===== src/rtl/vigna_mext_dispatch.sv =====
// RV32M dispatch: decodes M-extension ops, drives the multiply/divide coprocessor
// handshake and hands the result to writeback. Optional abort timer: COPROC_TIMEOUT_EN.
module vigna_mext_dispatch #(
  parameter int unsigned TIMEOUT_CYCLES = 256
) (
  input  logic        clk,
  input  logic        resetn,
  input  logic        ex_valid,
  input  logic [31:0] ex_instr,
  input  logic [31:0] ex_rs1,
  input  logic [31:0] ex_rs2,
  output logic        ex_is_mext,
  output logic        ex_ready,
  output logic        busy,
  output logic        cp_valid,
  output logic [2:0]  cp_func,
  output logic [31:0] cp_op1,
  output logic [31:0] cp_op2,
  input  logic        cp_ready,
  input  logic [31:0] cp_result,
  output logic        wb_valid,
  input  logic        wb_ready,
  output logic [4:0]  wb_rd,
  output logic [31:0] wb_data,
  output logic        wb_err
);

  localparam logic [1:0] S_IDLE  = 2'd0;
  localparam logic [1:0] S_ISSUE = 2'd1;
  localparam logic [1:0] S_WAIT  = 2'd2;
  localparam logic [1:0] S_WB    = 2'd3;

  localparam logic [6:0] OPC_OP     = 7'b0110011;
  localparam logic [6:0] FUNCT7_MUL = 7'b0000001;

  logic [1:0] state;
  logic       rd_nonzero;
  logic       cp_done;
  logic       timeout_hit;

  // Register-source fields are consumed upstream; only opcode/funct/rd matter here.
  logic unused_instr_bits;
  assign unused_instr_bits = ^ex_instr[24:15];

  assign ex_is_mext = (ex_instr[6:0] == OPC_OP) && (ex_instr[31:25] == FUNCT7_MUL);
  assign ex_ready   = (state == S_IDLE) && ex_valid && ex_is_mext;
  assign busy       = (state != S_IDLE);
  assign rd_nonzero = (wb_rd != 5'd0);
  assign cp_done    = (state == S_WAIT) && cp_ready;

`ifdef COPROC_TIMEOUT_EN
  localparam int unsigned CNT_W = (TIMEOUT_CYCLES > 2) ? $clog2(TIMEOUT_CYCLES) : 1;
  localparam logic [CNT_W-1:0] CNT_LAST = CNT_W'(TIMEOUT_CYCLES - 1);

  logic [CNT_W-1:0] wait_cnt;

  // NOTE: sequential state is always written with non-blocking assignments so every
  // register samples the pre-edge values of its neighbours.
  always_ff @(posedge clk) begin
    if (!resetn) begin
      wait_cnt <= '0;
    end else if (state != S_WAIT) begin
      wait_cnt <= '0;
    end else if (!cp_ready) begin
      wait_cnt <= wait_cnt + 1'b1;
    end
  end

  // A cp_ready arriving on the limit cycle takes priority over the abort.
  assign timeout_hit = (state == S_WAIT) && !cp_ready && (wait_cnt == CNT_LAST);

  always_ff @(posedge clk) begin
    if (!resetn) begin
      wb_err <= 1'b0;
    end else if (timeout_hit) begin
      wb_err <= rd_nonzero;
    end else if (state == S_WB && wb_ready) begin
      wb_err <= 1'b0;
    end
  end
`else
  assign timeout_hit = 1'b0;
  assign wb_err      = 1'b0;
`endif

  always_ff @(posedge clk) begin
    if (!resetn) begin
      state    <= S_IDLE;
      cp_valid <= 1'b0;
      cp_func  <= 3'd0;
      cp_op1   <= 32'd0;
      cp_op2   <= 32'd0;
      wb_valid <= 1'b0;
      wb_rd    <= 5'd0;
      wb_data  <= 32'd0;
    end else begin
      case (state)
        S_IDLE: begin
          if (ex_ready) begin
            cp_func  <= ex_instr[14:12];
            cp_op1   <= ex_rs1;
            cp_op2   <= ex_rs2;
            wb_rd    <= ex_instr[11:7];
            cp_valid <= 1'b1;
            state    <= S_ISSUE;
          end
        end

        S_ISSUE: begin
          state <= S_WAIT;
        end

        S_WAIT: begin
          // cp_valid must drop at the capture edge: the coprocessor re-arms one
          // cycle after ready and would otherwise start a duplicate operation.
          if (cp_done) begin
            cp_valid <= 1'b0;
            wb_data  <= cp_result;
            wb_valid <= rd_nonzero;
            state    <= rd_nonzero ? S_WB : S_IDLE;
          end else if (timeout_hit) begin
            cp_valid <= 1'b0;
            wb_data  <= 32'hFFFF_FFFF;
            wb_valid <= rd_nonzero;
            state    <= rd_nonzero ? S_WB : S_IDLE;
          end
        end

        S_WB: begin
          if (wb_ready) begin
            wb_valid <= 1'b0;
            state    <= S_IDLE;
          end
        end

        default: begin
          state    <= S_IDLE;
          cp_valid <= 1'b0;
          wb_valid <= 1'b0;
        end
      endcase
    end
  end

endmodule


===== config.mk =====
export PLATFORM = sky130hd
export DESIGN_NAME = vigna_mext_dispatch
export DESIGN_NICKNAME = d
export VERILOG_FILES = /design/src/rtl/vigna_mext_dispatch.sv
export SDC_FILE = /design/constraint.sdc
export NUM_CORES = 1
export LEC_CHECK = 0
export ABC_AREA = 0
export CORE_ASPECT_RATIO = 1.4
export CORE_UTILIZATION = 30
export DETAILED_ROUTE_END_ITERATION = 16
export PLACE_DENSITY = 0.65
export SETUP_SLACK_MARGIN = 0.05
export SLEW_MARGIN = 25
export SYNTH_ARGS = -nofsm -noshare
export SYNTH_HDL_FRONTEND = slang
export SYNTH_SLANG_ARGS = --single-unit
export TNS_END_PERCENT = 20

===== constraint.sdc =====
create_clock -name clk -period 2 [get_ports clk]
set_input_delay 0.3 -clock clk [delete_from_list [all_inputs] [get_ports clk]]
set_output_delay 0.3 -clock clk [all_outputs]
set_load 0.05 [all_outputs]

== Word level (Yosys, flattened, before mapping) ==
Index checks and enable logic that the tools add are counted.
Operators by class
  multiply operators: 0
  order comparisons: 0
  shifts and indexed selects: 0
  divide/modulo/power cells: 0
  add/subtract/negate cells: 0
  reductions and logical operators: 14
  equality and inequality tests: 8
  bitwise logic cells: 0
  multiplexer cells: 11
Operators by type and width (number)
  3-bit AND reduction: 3
  2-bit 2-to-1 mux: 4
  2-bit one-hot mux with 4 select lines: 1
  7-bit by 1-bit equality test with 1-bit output, second input constant: 1
  7-bit by 6-bit equality test with 1-bit output, second input constant: 1
  2-bit != test, second input constant: 3
  2-bit nonzero test: 3
  5-bit nonzero test: 1
  2-bit equality test, second input constant: 2
  1-bit logical AND: 4
  1-bit 2-to-1 mux: 4
  1-bit one-hot mux with 2 select lines: 2
  2-bit AND reduction: 2
  2-bit by 1-bit equality test with 1-bit output, second input constant: 1
  2-bit zero test: 1
Word-level totals
  memory bits (writable): 0
  register bits: 108
  bits in latches: 0
  ROM bits: 0
  memories kept: 0

== Logic depth before layout (Yosys ltp) ==
  word-level depth: 5
  mapped depth: 6

== Worst setup path after synthesis ==
OpenSTA, ideal clock, no wires.
  path kind: input to output
  start point: input port ex_instr[28]
  end point: output port ex_ready
  data required time: 1700 ps
  cell stages on the path: 5
  buffers on the path: 2
  setup slack: 336 ps
  arrival time: 1364 ps
  cells stage by stage: nor4_1 nand4b_1 nor3_2 buf_6 buf_6
On the way
  word-level cells in the longest chain between the ends: 3
RTL lines
  from (decl): RTL line 9  | input logic [31:0] ex_instr,
  7-bit by 1-bit equality test with 1-bit output: RTL line 45  | assign ex_is_mext = (ex_instr[6:0] == OPC_OP) && (ex_instr[31:25] == FUNCT7_MUL);
  1-bit logical AND: RTL line 45
  1-bit logical AND: RTL line 46  | assign ex_ready = (state == S_IDLE) && ex_valid && ex_is_mext;
  to (decl): RTL line 13  | output logic ex_ready,
Every way passes these cells.

== Worst setup path after layout ==
  start point: input port ex_instr[2]
  end point: output port ex_ready
On the way
  word-level cells in the longest chain between the ends: 3
RTL lines (RTL line)
  7-bit by 6-bit equality test with 1-bit output: 45
  1-bit logical AND: 45
  1-bit logical AND: 46
Every way passes these cells.

==> impl_metrics.ini <==
[power]
seq_power_share = 0.488
switching_share = 0.201
clockPowerShare = 0.432
power_mw = 4.40
pwr-share-comb = 0.079
powerDensity_mw_per_mm2 = 609
ir_worst_vdd_mv = 0.352
internal_power_mw = 3.52
p_leak_nw = 2.56
switchingPower_mw = 0.884

[worst_setup_path]
cp_num_cells = 7
r2r_setup_slack_ns = 0.49
crit_fanout = 3
crit_family = buffers and inverters
cp-start-kind = input port
critPathBufInv = 4
max_stage_delay_ns = 0.27
r2r_cells = 4
cp-end-kind = output pin
required_ns = 1.70
critPathArrivalTime_ns = 1.57
crit_chain = dlygate4sd2_1, nor4b_4, nand4b_1, buf_4, nor3_4, buf_6, buf_12
criticalPathCategory = in2out
critPathSlowestCell = dlygate4sd2_1

[yosys]
netlist_area_sq_mm = 0.00430
synth_common_cells = nand2_1 (210), dfxtp_1 (108), mux2i_1 (72), clkbuf_1 (26), a21boi_1 (17)
synth_xor_area_frac = 0
synth_top_family_by_area = simple AND/OR/NAND/NOR gates
synth-compound-area-share = 0.0672
async_reset_ff_frac = 0
synth_seq_cells = 108
syn_nets = 619
synth_top_area_cell = dfxtp_1
yosys_warnings = 0
synthAdderAreaFrac = 0
yosysMostFrequentCell = nand2_1
synth_area_leaders = dfxtp_1 (50%), nand2_1 (18%), mux2i_1 (17%)
synth_top_flop_cell = dfxtp_1
synth_top_area_frac = 0.502
syn_inst = 486
syn_area_per_cell_sq_um = 8.85
ys_seq_area_frac = 0.502
synth-edff-count = 0
synth_mux_area_frac = 0.167
synth-simple-area-share = 0.210
netlist-cell-type-count = 29

[die]
core.rowCount = 51
die_y_um = 144
num_io_pins = 243
start_util = 0.308
coreArea_sq_mm = 0.0140
fp.dieArea_sq_mm = 0.0148
die_w_um = 103

[global_routing]
globalRouteOverflowTotal = 0
grt_start_max_net_pins = 103
antenna_found_initial = 0
grt_pass1_wl_um = 18100
grt_util_all_layers = 0.159
grt_pass1_vias = 3864

[final_layout]
drive_gt1_frac = 0.0588
antenna_cells = 0
final_nets = 843
areaGrowthSynthToFinish_pct = 68.0
finish.utilization = 0.517

[timing]
rsz0062_at_grt = no
slew_viol_final = 0
setup_viol = 0
setup_tns_ns = 0
period_minus_slack_ns = 1.87
slew_headroom = 0.631
worst_pin_slew_ns = 0.551
hold_violations = 0
post-route-period-util = 0.933
fin_skew_ns = 0.00634
fmax_mhz = 536

[clock_tree]
h-tree-depth = 3
hold_buffers = 0
cts_buffers = 9
clockBufferDepth = 2
clock-sinks = 108
cts-root-buf = clkbuf_16
worst_skew_pair.late_latency_ns = 0.33
clk_transition_reported_paths_ns = 0.07
cts_tree = yes

[min_path]
hold_path.class = in2reg
whs_path_depth = 3

[placed_design]
gp_congestion = 0.754
dpl.hpwl_um = 8950
io_buffers = 231

[route]
routedWlPerCell_um = 13.3
first_pass_iters = 4
routed_wl_um = 11900
drt_iter0_markers = 102
route.detailed.drc = 0
num_vias = 4009
postRouteAntennaNets = 0
vias_per_cell = 4.46

[run]
maxCapViolCount = 0

[outcome]
outcome = finished, final reports clean
==> worst reg2reg max path, cell delays in order (launching register included) <==
cell	delay, ns
dfxtp_1	0.32
or4_1	0.51
nor2_1	0.26
nor3_1	0.09
o221a_2	0.23
==> cell type report <==
| cell class | count | area [sq um] |
|---|---|---|
| Timing Repair Buffer | 249 | 2560 |
| Clock buffer | 10 | 239 |
| Multi-Input combinational cell | 339 | 1940 |
| Fill cell | 1324 | 6750 |
| Sequential cell | 108 | 2160 |
| Clock inverter | 5 | 85.1 |
| Inverter | 3 | 11.3 |
| Tap cell | 185 | 231 |
==> per-layer routing <==
layer	vias to the layer above	share of wire	routed length, um	global-route usage
met1	1798	0.38	4510	0.157
met3	28	0.080	950	0.0516
li1	2015	-	-	-
met4	0	0.034	402	0.0771
met2	168	0.51	6080	0.293
met5	-	0	0	0
==> timing repair <==
action | CTS | global route
setup buffers | 2 | 0
gates resized for setup | 13 | 5
endpoints found under the setup margin | 1 | 1
pin swaps | 5 | 4
==> cell usage in the layout (no fill, tap or decap), types with 2 or more instances in the layout <==
master,instances
clkbuf_16,9
bufinv_16,2
nand3_1,2
nor2_1,2
mux2i_1,72
o21a_1,2
nand2_1,210
clkdlybuf4s50_1,213
o21ai_0,2
buf_12,10
buf_4,11
a21boi_0,16
dlymetal6s2s_1,3
dfxtp_1,108
clkdlybuf4s15_1,2
inv_1,3
and2_1,2
dlygate4sd2_1,9
a21boi_1,17
==> cell families after synthesis <==
kind of cell,count (synthesis)
flip-flops,108
AO/OA/AOI/OAI,39
buffers and inverters,39
multiplexers,72
AND/OR/NAND/NOR,227
other,1
==> flip-flops by register name, indices dropped and copies added (netlist names) <==
signal and flops:
cp_func 3, cp_op2 32, wb_valid 1, wb_rd 5
cp_valid 1, state 2, cp_op1 32, wb_data 32
==> metrics by stage <==
stage / setup slack (ns) / std cells / hold WS [ns] / area (sq um)
2_1_floorplan: 0.336 / 486 / 0.435 / 4300
3_3_place_gp: -0.265 / 882 / 0.442 / 6880
3_5_place_dp: -0.276 / 882 / 0.446 / 6880
4_1_cts: 0.0925 / 899 / 0.272 / 7220
5_1_grt: 0.0731 / 899 / 0.281 / 7230
6_report: 0.133 / 899 / 0.290 / 7230
==> final timing paths <==
| check | to | startpoint |
|---|---|---|
| setup reg to reg | state[0] | wb_rd[0] |
| hold / removal | cp_op1[30] | resetn |
| setup / recovery | ex_ready | ex_instr[2] |
| hold reg to reg | wb_data[18] | wb_data[18] |
==> power by group through the flow <==
stage	clock network, mW	logic (mW)	registers, mW
finish	1.90	0.349	2.15
global route	2.06	0.378	2.15
CTS	1.98	0.352	2.15
detailed placement	0	0.355	2.20
global placement	0	0.350	2.20
floorplan	0	0.0957	2.20
(Power assumes the default switching activity.)
